### config.mk
export PLATFORM = sky130hd
export DESIGN_NAME = mem_lane_aligner_flat
export DESIGN_NICKNAME = d
export VERILOG_FILES = /design/src/rtl/mem_lane_aligner_if.sv /design/src/rtl/mem_lane_aligner.sv /design/src/flat_wrapper.sv
export SDC_FILE = /design/constraint.sdc
export NUM_CORES = 1
export LEC_CHECK = 0
export BUFFER_PORTS_ARGS = -buffer_cell sky130_fd_sc_hd__clkbuf_2
export CAP_MARGIN = 20
export CORE_MARGIN = 4
export CORE_UTILIZATION = 40
export CTS_BUF_LIST = sky130_fd_sc_hd__clkbuf_8
export CTS_CLUSTER_SIZE = 25
export DETAILED_ROUTE_END_ITERATION = 7
export GPL_TIMING_DRIVEN = 0
export PLACE_DENSITY = 0.9
export SETUP_SLACK_MARGIN = 0.3
export SKIP_CTS_REPAIR_TIMING = 1
export SLEW_MARGIN = 20
export SYNTH_ARGS = -nofsm -noshare
export SYNTH_HDL_FRONTEND = slang
export SYNTH_SLANG_ARGS = --single-unit
export TNS_END_PERCENT = 50
### constraint.sdc
create_clock -name clk -period 2.8 [get_ports clk]
set_input_delay 0.42 -clock clk [delete_from_list [all_inputs] [get_ports clk]]
set_output_delay 0.42 -clock clk [all_outputs]
set_load 0.03 [all_outputs]
### src/rtl/mem_lane_aligner_if.sv
// Load/store byte-lane bus between the LSU (master) and the lane aligner (slave).
interface mem_lane_aligner_if;
  logic [1:0]  w_bmul;
  logic [1:0]  w_boff;
  logic [31:0] w_data;
  logic [3:0]  w_strb;
  logic [31:0] w_data_align;
  logic        w_err;
  logic        r_en;
  logic [1:0]  r_bmul;
  logic [1:0]  r_aoff;
  logic [31:0] r_word;
  logic [31:0] r_data;
  logic        r_err;

  modport master (
    output w_bmul, w_boff, w_data, r_en, r_bmul, r_aoff, r_word,
    input  w_strb, w_data_align, w_err, r_data, r_err
  );

  modport slave (
    input  w_bmul, w_boff, w_data, r_en, r_bmul, r_aoff, r_word,
    output w_strb, w_data_align, w_err, r_data, r_err
  );
endinterface

### src/rtl/mem_lane_aligner.sv
// Byte-lane steering between a 32-bit word RAM and a byte-addressed LSU port.
// Writes are purely combinational; reads latch size/offset at issue and apply
// them to the RAM word that comes back one cycle later.
module mem_lane_aligner #(
  parameter bit MASK_MISALIGNED = 1'b1,
  parameter bit ZERO_ON_ERR     = 1'b1
) (
  input logic             clk,
  input logic             rst,
  mem_lane_aligner_if.slave bus
);
  localparam int NUM_LANES = 4;

  // Illegal size or an access that straddles its natural alignment.
  function automatic logic is_bad(input logic [1:0] bmul, input logic [1:0] off);
    return (bmul == 2'd3) || ((bmul == 2'd1) && off[0]) || ((bmul == 2'd2) && (off != 2'd0));
  endfunction

  // Unshifted strobe pattern for a size code.
  function automatic logic [NUM_LANES-1:0] base_mask(input logic [1:0] bmul);
    case (bmul)
      2'd0:    return 4'b0001;
      2'd1:    return 4'b0011;
      2'd2:    return 4'b1111;
      default: return 4'b0000;
    endcase
  endfunction

  logic [1:0]                 q_bmul;
  logic [1:0]                 q_aoff;
  logic                       q_err;
  logic                       w_bad;
  logic [NUM_LANES-1:0]       strb_sh;
  logic [NUM_LANES-1:0][7:0]  word_b;
  logic [NUM_LANES-1:0][7:0]  shift_b;
  logic [31:0]                shift_w;

  // Write path: strobes and lane-shifted store data, no state.
  always_comb begin
    w_bad            = is_bad(bus.w_bmul, bus.w_boff);
    strb_sh          = base_mask(bus.w_bmul) << bus.w_boff;
    bus.w_err        = w_bad;
    bus.w_strb       = (MASK_MISALIGNED && w_bad) ? '0 : strb_sh;
    bus.w_data_align = bus.w_data << {bus.w_boff, 3'b000};
  end

  // Read attributes captured at issue; reset selects a plain word read.
  always_ff @(posedge clk) begin
    if (rst) begin
      q_bmul <= 2'd2;
      q_aoff <= 2'd0;
      q_err  <= 1'b0;
    end else if (bus.r_en) begin
      q_bmul <= bus.r_bmul;
      q_aoff <= bus.r_aoff;
      q_err  <= is_bad(bus.r_bmul, bus.r_aoff);
    end
  end

  assign word_b = bus.r_word;

  // Each output lane pulls the RAM byte q_aoff lanes above it (zero past the top).
  for (genvar i = 0; i < NUM_LANES; i++) begin : g_lane
    always_comb begin
      shift_b[i] = 8'h00;
      if ((i + int'(q_aoff)) < NUM_LANES)
        shift_b[i] = word_b[i + int'(q_aoff)];
    end
  end

  assign shift_w = shift_b;

  // Size masking / zero extension of the right-justified load data.
  always_comb begin
    case (q_bmul)
      2'd0:    bus.r_data = {24'h0, shift_w[7:0]};
      2'd1:    bus.r_data = {16'h0, shift_w[15:0]};
      2'd2:    bus.r_data = shift_w;
      default: bus.r_data = 32'h0;
    endcase
    if (ZERO_ON_ERR && q_err)
      bus.r_data = 32'h0;
    bus.r_err = q_err;
  end
endmodule

### src/flat_wrapper.sv
// flat-port wrapper written by rule: the top's interface ports become plain ports
module mem_lane_aligner_flat 
#(
  parameter bit MASK_MISALIGNED = 1'b1,
  parameter bit ZERO_ON_ERR     = 1'b1
)
  (clk, rst, bus_w_bmul, bus_w_boff, bus_w_data, bus_r_en, bus_r_bmul, bus_r_aoff, bus_r_word, bus_w_strb, bus_w_data_align, bus_w_err, bus_r_data, bus_r_err);
  mem_lane_aligner_if bus_i ();
  input logic clk;
  input logic rst;
  input wire logic [$bits(bus_i.w_bmul)-1:0] bus_w_bmul;
  input wire logic [$bits(bus_i.w_boff)-1:0] bus_w_boff;
  input wire logic [$bits(bus_i.w_data)-1:0] bus_w_data;
  input wire logic [$bits(bus_i.r_en)-1:0] bus_r_en;
  input wire logic [$bits(bus_i.r_bmul)-1:0] bus_r_bmul;
  input wire logic [$bits(bus_i.r_aoff)-1:0] bus_r_aoff;
  input wire logic [$bits(bus_i.r_word)-1:0] bus_r_word;
  output wire logic [$bits(bus_i.w_strb)-1:0] bus_w_strb;
  output wire logic [$bits(bus_i.w_data_align)-1:0] bus_w_data_align;
  output wire logic [$bits(bus_i.w_err)-1:0] bus_w_err;
  output wire logic [$bits(bus_i.r_data)-1:0] bus_r_data;
  output wire logic [$bits(bus_i.r_err)-1:0] bus_r_err;
  assign bus_i.w_bmul = bus_w_bmul;
  assign bus_i.w_boff = bus_w_boff;
  assign bus_i.w_data = bus_w_data;
  assign bus_i.r_en = bus_r_en;
  assign bus_i.r_bmul = bus_r_bmul;
  assign bus_i.r_aoff = bus_r_aoff;
  assign bus_i.r_word = bus_r_word;
  assign bus_w_strb = bus_i.w_strb;
  assign bus_w_data_align = bus_i.w_data_align;
  assign bus_w_err = bus_i.w_err;
  assign bus_r_data = bus_i.r_data;
  assign bus_r_err = bus_i.r_err;
  mem_lane_aligner #(.MASK_MISALIGNED(MASK_MISALIGNED), .ZERO_ON_ERR(ZERO_ON_ERR)) u_core (.clk(clk), .rst(rst), .bus(bus_i));
endmodule
==> metrics.cfg <==
[status]
status=finished clean

[worst_hold_path]
hold_class=input port to flop

[floorplan]
die_width_um=73.7
rows=23
die_h_um=73.7
dieArea_sq_um=5440
start_util_pct=42.3
ios=145
core-area_sq_um=4090

[logic_synthesis]
synth_top_area_share_pct=20.9
syn_inst=213
synthMuxAreaShare_pct=37.7
synth_cell_types=29
yosys-top-cells-area=mux4_2, mux2i_1, nor2b_1, a211oi_1, dfxtp_1
synth_fa_ha_area_share_pct=5.07
yosysWarningCount=0
yosysTopAreaCell=mux4_2
syn_nets=295
yosysSeqAreaShare_pct=5.79
synth_top_family_by_area=multiplexers
avgSynthCellArea_sq_um=8.11
synthSimpleGateAreaFrac_pct=25.1
synth_compound_area_share_pct=18.3
synth-seq-cells=5
syn_area_sq_um=1730
synth-xor-area-share_pct=0.507

[global_routing]
antenna_found_initial=0
grt_pass1_wl_um=10300
grt_usage_pct=23.7
grt_max_degree=11
grt.overflow.total=0
grt_pass1_vias=2184

[final_layout]
drive_gt1_share_pct=54.3
final_common_cell=clkbuf_2
n_fill_cell=334
design_area_sq_um=2820
area_delta_synth_final_pct=63.1
final_cell_mix=clkbuf_2, mux2i_1, nor2_1, a211oi_1, nor2b_1
fin_nets=459
antenna_cells=0

[critical_path]
critPathCaptureType=output pin
crit_required_ns=2.38
crit_type=flop to output pin
crit_fanout=5
worstPathArrival_ns=2.17
critPathLaunchType=flop

[power]
ir_drop_mv=0.256
p_total_mw=0.946
p_leak_nw=1.43
p_per_area_nw_per_um2=335

[sta]
finalHoldViolations=0
worst_slew_pin_slew_ns=0.576
rsz0062_at_grt=yes
hold-worst-slack_ns=0.425
fin_crit_ns=2.59
fmax_mhz=386
finalClockSkew_ns=0
tns_ns=0
setup_violations=0
timing.final.ws_setup_ns=0.208
fin_crit_sh_pct=92.6
drv_slew=0
slew_headroom_pct=61.5

[placed_design]
placed_area_sq_um=2540
globalplace.congestion=0.912
dpl.hpwl_um=5680
dpl_worst_slack_ns=-0.148
io_buffers=143

[drt]
vias=2376
drt-initial-drc-count=166
drtPass1Iterations=4
ant_nets=0
wl_um=7260
wl_per_cell_um=17.0
avgViaCountPerCell=5.58
drc=0

[clocking]
cts-root-buf=clkbuf_8
cts_buffers=3
cts_max_level=1
cts_sinks=5
clockBufferDepth=2
path_clk_slew_ns=0.03
cts_tree=done
clock_latency_ns=0.22

[flow_run]
maxCapViolCount=0

## per-stage QoR
step	cells	util, %
after floorplan	213	-
after global placement	406	62.1
after detailed placement	406	62.1
after CTS	410	63.2
after global routing	426	69.0
final	426	69.0
## power breakdown
part / internal [mW] / switching (mW) / total, mW
Sequential: 0.0766 / 0.00512 / 0.0818
Combinational: 0.294 / 0.444 / 0.738
Clock: 0.0937 / 0.0326 / 0.126
Total: 0.464 / 0.482 / 0.946
## flip-flops by register name (all words and copies together) (netlist names)
register          cells
u_core.q_bmul         2
u_core.q_aoff         2
u_core.bus.r_err      1
## worst max-delay path, stage by stage (launching register included)
cell and delay, ns:
dfxtp_2 0.34, buf_6 0.12, buf_8 0.11, buf_12 0.09, buf_8 0.11, inv_4 0.03
ha_4 0.25, buf_6 0.12, mux4_2 0.49, nor2b_4 0.14, buf_6 0.15
## synth_stat cells
cell      count
a211oi_1     24
o21ai_0       7
nor3_1        2
buf_2         6
o21bai_1      1
nand2_1       8
o21a_1        1
a21o_1        1
nand2b_1      1
buf_4         1
a211o_1       2
nor4_1        1
nor2_1       25
mux2i_1      29
o22ai_1       1
ha_1          7
nor3b_1       1
clkbuf_1      8
nor2b_1      34
and2_1        8
inv_1         4
a21oi_1      11
or3_1         1
buf_1         1
mux4_2       16
buf_6         4
xnor2_1       1
dfxtp_1       5
nand3_1       2
## cell families after synthesis
| logic type | Yosys count |
|---|---|
| compound gates | 48 |
| xor+xnor | 1 |
| fa+ha+maj | 7 |
| buf+inv | 24 |
| flops | 5 |
| mux | 45 |
| simple gates | 83 |
## per-layer routing
layer  GRT usage, %  share of wire (%)  up-vias
li1               -                  -     1116
met1           31.1                 38     1100
met2           40.9                 52      140
met3           1.50                7.4       20
met4           8.25                2.6        0
met5              0                  0        -
## path summary, 6_finish.rpt
check / startpoint / end / slack, ns / cells past startpoint
hold / removal: bus_r_bmul[1] / u_core.q_bmul[1] / 0.43 / 2
hold reg to reg: u_core.bus.r_err / u_core.bus.r_err / 0.54 / 2
setup reg to reg: u_core.q_aoff[0] / u_core.q_aoff[0] / 1.45 / 8
setup / recovery: u_core.q_aoff[0] / bus_r_data[31] / 0.21 / 10
## area by class of cell
class / count / area (sq um) / area share (%)
Inverter: 4 / 17.5 / 0.621
Buffer: 20 / 159 / 5.64
Timing Repair Buffer: 159 / 892 / 31.6
Multi-Input combinational cell: 184 / 1540 / 54.7
Sequential cell: 5 / 101 / 3.60
Clock buffer: 3 / 41.3 / 1.46
Tap cell: 50 / 62.6 / 2.22
Clock inverter: 1 / 3.75 / 0.133
No activity file was read; power rests on OpenSTA's default activity.
